**src/rtl/smg_scan_module.sv**
```systemverilog
// Six-digit multiplexed 7-segment scanner. Each digit owns a slot of SCAN_DIV+1 clocks, and every slot
// opens with GUARD all-off clocks against ghosting. The shown value is latched once per frame.
module smg_scan_module #(
  parameter logic [22:0] SCAN_DIV = 23'd49_999,
  parameter int          GUARD    = 16,
  parameter int          BLANK_LZ = 1
) (
  input  logic        CLK,
  input  logic        RST,
  input  logic [23:0] Number_Sig,
  input  logic [5:0]  Dot_Sig,
  output logic [7:0]  SMG_Data,
  output logic [5:0]  Scan_Sig,
  output logic        Frame_Done
);

  localparam logic [22:0] GUARD_C = 23'(GUARD);

  logic [22:0] c1_q, c1_d;
  logic [2:0]  idx_q, idx_d;
  logic [23:0] num_q, num_d;
  logic [5:0]  dot_q, dot_d;
  logic [7:0]  seg_q, seg_d;
  logic [5:0]  scan_q, scan_d;
  logic        done_q, done_d;

  logic        slot_end;
  logic        frame_end;
  logic [3:0]  nib;
  logic [7:0]  pat;
  logic [6:1]  hi_zero;
  logic [5:0]  lz_blank;

  function automatic logic [6:0] seg7(input logic [3:0] d);
    logic [6:0] s;
    case (d)
      4'd0:    s = 7'h3F;
      4'd1:    s = 7'h06;
      4'd2:    s = 7'h5B;
      4'd3:    s = 7'h4F;
      4'd4:    s = 7'h66;
      4'd5:    s = 7'h6D;
      4'd6:    s = 7'h7D;
      4'd7:    s = 7'h07;
      4'd8:    s = 7'h7F;
      4'd9:    s = 7'h6F;
      default: s = 7'h40;
    endcase
    return s;
  endfunction

  // A digit is a leading zero when it and every digit above it are zero; digit 0 always shows.
  assign hi_zero[6]  = 1'b1;
  assign lz_blank[0] = 1'b0;
  for (genvar gi = 5; gi >= 1; gi--) begin : g_lz
    if (gi < 6 && gi > 0) begin : g_bit
      if (gi == 5) begin : g_top
        assign hi_zero[gi] = (num_q[gi*4 +: 4] == 4'd0);
      end else begin : g_rest
        assign hi_zero[gi] = hi_zero[gi+1] & (num_q[gi*4 +: 4] == 4'd0);
      end
      assign lz_blank[gi] = (BLANK_LZ != 0) && hi_zero[gi];
    end
  end

  always_comb begin
    slot_end  = (c1_q == SCAN_DIV);
    frame_end = slot_end && (idx_q == 3'd5);

    c1_d  = slot_end ? 23'd0 : c1_q + 23'd1;
    idx_d = idx_q;
    if (slot_end) begin
      idx_d = (idx_q == 3'd5) ? 3'd0 : idx_q + 3'd1;
    end

    num_d  = frame_end ? Number_Sig : num_q;
    dot_d  = frame_end ? Dot_Sig    : dot_q;
    done_d = frame_end;

    nib = num_q[{idx_q, 2'b00} +: 4];
    pat = {dot_q[idx_q], lz_blank[idx_q] ? 7'h00 : seg7(nib)};

    if (c1_q < GUARD_C) begin
      seg_d  = 8'hFF;
      scan_d = 6'h3F;
    end else begin
      seg_d  = ~pat;
      scan_d = ~(6'b000001 << idx_q);
    end
  end

  always_ff @(posedge CLK or posedge RST) begin
    if (RST) begin
      c1_q   <= 23'd0;
      idx_q  <= 3'd0;
      num_q  <= 24'd0;
      dot_q  <= 6'd0;
      seg_q  <= 8'hFF;
      scan_q <= 6'h3F;
      done_q <= 1'b0;
    end else begin
      c1_q   <= c1_d;
      idx_q  <= idx_d;
      num_q  <= num_d;
      dot_q  <= dot_d;
      seg_q  <= seg_d;
      scan_q <= scan_d;
      done_q <= done_d;
    end
  end

  assign SMG_Data   = seg_q;
  assign Scan_Sig   = scan_q;
  assign Frame_Done = done_q;

endmodule

```
**config.mk**
```make
export PLATFORM = sky130hd
export DESIGN_NAME = smg_scan_module
export DESIGN_NICKNAME = d
export VERILOG_FILES = /design/src/rtl/smg_scan_module.sv
export SDC_FILE = /design/constraint.sdc
export NUM_CORES = 1
export LEC_CHECK = 0
export ABC_AREA = 1
export BUFFER_PORTS_ARGS = -buffer_cell sky130_fd_sc_hd__buf_2
export CAP_MARGIN = 20
export CELL_PAD_IN_SITES_DETAIL_PLACEMENT = 1
export CELL_PAD_IN_SITES_GLOBAL_PLACEMENT = 1
export CORE_ASPECT_RATIO = 0.5
export CORE_MARGIN = 3
export CORE_UTILIZATION = 39
export DETAILED_ROUTE_END_ITERATION = 10
export GPL_ROUTABILITY_DRIVEN = 1
export MAX_ROUTING_LAYER = met4
export PLACE_DENSITY = 0.73
export SYNTH_ARGS = -nofsm -noshare
export SYNTH_HDL_FRONTEND = slang
export SYNTH_SLANG_ARGS = --single-unit
```
**constraint.sdc**
```tcl
create_clock -name CLK -period 2.2 [get_ports CLK]
set_clock_uncertainty 0.1 [all_clocks]
set_input_delay 0.44 -clock CLK [delete_from_list [all_inputs] [get_ports CLK]]
set_output_delay 0.44 -clock CLK [all_outputs]
set_load 0.01 [all_outputs]
```
# Word-level counts from Yosys, hierarchy flattened
# Memories as Yosys holds them, arrays and structs flattened.
# Index checks and enable logic that the tools add are counted.
# totals
reg_bits	71
latchBits	0
ram_bits	0
mem_bits_ro	112
input_bits	32
n_memories	1
# op_classes
addsub	2
n_mul	0
div_mod_pow	0
order_cmp	2
n_eq_ne	2
n_shift	2
muxes	9
bitwise	6
reduce_logical	6
# memory_table
name	depth	width	rd	rd_ports_with_merged_regs	wr	line	source
(no name shown)	16	7	1	0	0	36	case (d)
# ops
operator	count
24-bit by 6-bit variable part select with 4-bit output	1
23-bit by 1-bit adder with 23-bit output, second input constant	1
23-bit by 16-bit == test with 1-bit output, second input constant	1
23-bit by 5-bit < comparator with 1-bit output, second input constant	1
23-bit two-way mux	1
4-bit zero test	5
8-bit two-way mux	1
8-bit NOT	1
7-bit two-way mux	1
1-bit binary-select mux with 3-bit select	2
6-bit two-way mux	1
6-bit NOT	1
1-bit by 3-bit left shift with 6-bit output, first input constant	1
1-bit bitwise AND	4
3-bit by 4-bit < comparator with 1-bit output, second input constant	1
3-bit by 1-bit adder with 3-bit output, second input constant	1
3-bit == test, second input constant	1
3-bit two-way mux	1
1-bit two-way mux	2
1-bit logical AND	1

# Logic depth before layout (Yosys ltp)
# depth
ltp_word	10
mapped_depth	13
depth_no_buf	12

# Worst setup path before layout
# No wires, ideal clock.
# synth_path
path_type	register -> register
from	register idx_q[2]
to	register seg_q[0] (netlist: SMG_Data[0])
setup_ns	0.085
arrival_time_ns	1.650
slack_ns	0.365
stages_incl_launch_ff	14
n_path_buf	2
period_less_slack_ns	1.835
path_cell_list	dfrtp_1 > buf_2 > inv_1 > buf_2 > nor2_1 > nand2_1 > o21ai_0 > nor2_1 > inv_1 > ha_1 > inv_1 > nand3_1 > nand3_1 > nand3_1
# synth_between
elab_chain_cells	5
word_cells_on_any_way	7
cone_classes	shift: 1; mux: 4; bitwise: 1; memory: 1
# synth_lines
element	line	source
start: declaration	20	logic [2:0] idx_q, idx_d;
start signal: assignment	103	idx_q <= idx_d;
24-bit by 6-bit variable part select with 4-bit output or 1-bit binary-select mux with 3-bit select (tied branches)	80, 81	
memory read 16 x 7 bit or 1-bit two-way mux (tied branches)	n/a	
7-bit two-way mux *	81	pat = {dot_q[idx_q], lz_blank[idx_q] ? 7'h00 : seg7(nib)};
8-bit NOT *	87	seg_d = ~pat;
8-bit two-way mux *	83	if (c1_q < GUARD_C) begin
net seg_d[0]	23	logic [7:0] seg_q, seg_d;
end signal: assignment	106	seg_q <= seg_d;
end: declaration	23	
# The timed path passes the listed nets; every way through them passes the cells marked *. The select of a mux whose other input is x is not followed.
# A chain may end at the register's enable or synchronous reset.

# Worst setup path in the final report
# layout_path
from	register idx_q[0]
to	register seg_q[3] (netlist: SMG_Data[3])
# Same word-level chain as after synthesis.

==> metrics.txt <==
status=completed; Crit path max-delay family=simple AND/OR/NAND/NOR gates; cell-internal power=about 2400 µW; highest-delay cell along the critical path=dfrtp_2; via count=between 3,000 and 4,000; yosys warns=0; Bufs on Longest Clock Path=2; Highest Clock Rate=510 MHz; P&R area growth vs syn=20.0%; Setup TNS=0 ns; Crit Path Class=register to register; Mapped Area=between 0.003 and 0.004 mm²; CTS buffer count=9; synthesized area per cell=7.86 µm²; worst-margin pin slew=between 0.5 and 0.6 ns; Comb pwr share=1.9%; syn nets=509; Inserted Diodes=0; Worst IR Drop VDD=0.343 mV; hpwl dp=6880 µm; Netlist cell types=28; Post-Synthesis Cells=470; Tot GR Track Use=between 10% and 20%; number of synthesized register bits=71; Worst-path clk slew=0.06 ns; Clk pwr share=53.9%; Pleak=0.00213 µW; post-synth top area share=slightly below 40%; clk root buf=clkbuf_16; fraction of layout instances using a drive strength above 1=21.0%; maxcap violations=0; Clock Sink Count=71; grt total ovfl=0; Via density=between 4 and 5; top cells by area, synth=dfrtp_1 39%, nand2_1 15%, dfstp_2 10%; final slew viol count=0; Die Y=74.8 µm; Final Hold Viols=0; final net count=about 560; NetSw=578 µW; sequential power share=between 40 and 50%; Die X=between 100 and 150 µm; Clock Latency Late Sink=0.34 ns; wire length per cell=14.4 µm; CTS tree=done; most numerous cell on the critical path=nand2_1; final worst path period share=89.2%; most frequent cells in the layout=143 x nand2_1, 55 x dfrtp_1, 53 x inv_1; top-level I/O count=47; Rel. slew slack=around three fifths; Fin Hold WS=between 0.05 and 0.06 ns; CP bufs+invs=1; DR pass1 iterations=4; Worst Setup SP=idx_q[0]; die area=0.0107 mm²; Rows=24; Crit path arrival time=2.14 ns; Hold Crit Class=input pin to async pin; PD cells=669 mW/mm²; leading area contributor after synthesis=dfrtp_1; Cell Chain, Critical Path=inv_2 > nand2_1 > nor2_2 > nand2_1 > nand2_1 > a21oi_1 > ha_1 > nand2_1 > nand3_1 > nand3_1; final wirelength=between 9000 and 10,000 µm; Worst setup SP type=register; final instance area=0.00443 mm²; htree depth=3; worst r2r path cells=10; Placement Cell Area=0.00409 mm²; Switching Fraction=19.5%; largest net degree at the start of global routing=48; worst r2r src=idx_q[0]; CP endpoint kind=register; most common cell after layout, fill and taps aside=nand2_1; I/O Buffers=46; GPL Wtd Cong=0.879; detailed-route DRC error count=0; CTS Hold Bufs=0; Final ANT Viol Nets=0; Crit path depth=10; DRT iter0 DRCs=135; vias in the first global route=3,270; Max stage delay on crit path=0.46 ns; Max Fanout on Critical Path=10; worst path required time=2.37 ns; initial antenna violation count=0; first-pass GRT wire length=16,000 µm; core area=0.00895 mm²; RSZ-0062 raised after global routing=no; Starting Density=approximately two fifths; Tmin final=around 2 ns; Final setup viols=0; share of the yosys chip area belonging to registers=48.6%
## cells by family after synthesis
| kind of cell | Yosys count | share of synthesized area (%) |
|---|---|---|
| compound gates | 50 | 8.06 |
| fa+ha+maj | 7 | 2.37 |
| buf+inv | 72 | 8.37 |
| simple gates | 252 | 28.4 |
| xor+xnor | 18 | 4.27 |
| flops | 71 | 48.6 |
## registers in the layout (all words and copies together), names as in the netlist
name and count:
SMG_Data 8, num_q 24, Scan_Sig 6, idx_q 3
dot_q 6, Frame_Done 1, c1_q 23
## power groups by stage
| stage | Clock (µW) | Sequential (µW) | Combinational, µW |
|---|---|---|---|
| 6_report | 1600 | 1310 | 56.8 |
| 5_1_grt | 1700 | 1310 | 68.0 |
| 4_1_cts | 1630 | 1310 | 60.1 |
| 3_5_place_dp | 0 | 1330 | 59.6 |
| 3_3_place_gp | 0 | 1330 | 58.4 |
| 2_1_floorplan | 0 | 1330 | 19.2 |
## area by class of cell
class / instances / area [µm²]
Clock buffer: 13 / 260
Timing Repair Buffer: 57 / 338
Inverter: 58 / 221
Sequential cell: 71 / 1800
Fill cell: 1130 / 4520
Tap cell: 117 / 146
Multi-Input combinational cell: 327 / 1600
Clock inverter: 3 / 65.1
## path summary, 6_finish.rpt
| kind | slack, ns | endpoint |
|---|---|---|
| worst min register to register | 0.39 | c1_q[0] |
| max in group asynchronous | 1.31 | Scan_Sig[0] |
| min in group CLK | 0.20 | num_q[9] |
| worst max register to register | 0.24 | SMG_Data[3] |
| worst max-delay path | 0.24 | SMG_Data[3] |
| worst min-delay path | 0.06 | c1_q[20] |
## stage by stage
step	util, %	instances	total power (µW)	setup WS, ns
2_1_floorplan	-	470	1350	0.365
3_3_place_gp	45.7	630	1390	0.233
3_5_place_dp	45.7	630	1390	0.113
4_1_cts	49.3	646	3000	0.102
5_1_grt	49.5	646	3070	0.00783
6_report	49.5	646	2960	0.238
## routing by layer
layer  global-route usage, %  part of all wire, %
met5                       -                    0
met4                    6.26                  1.4
met3                    4.38                  3.4
met2                    31.8                   48
met1                    25.5                   47
## timing repair
action                     in CTS  in global routing
setup endpoints to repair       0                  6
resized for setup               0                  6
setup buffers                   0                  0
## synth_stat cells
cell and n:
xor2_1 15, o21ai_2 10, a21oi_1 3, nand3_1 31
nor4_1 2, nor2_2 1, inv_1 54, o21ai_0 26
dfstp_2 14, nor2_1 52, nand2_1 144, clkbuf_1 5
dfrtp_1 57, o221ai_1 1, nand4_1 9, or2_2 1
nor3_1 8, buf_2 4, ha_1 7, xnor2_1 3
o31ai_1 2, nand2_2 2, inv_2 4, buf_6 4
buf_4 1, nor2_4 2, o21ai_1 7, a31oi_1 1
Note: power is estimated with default switching activity, not from simulation.
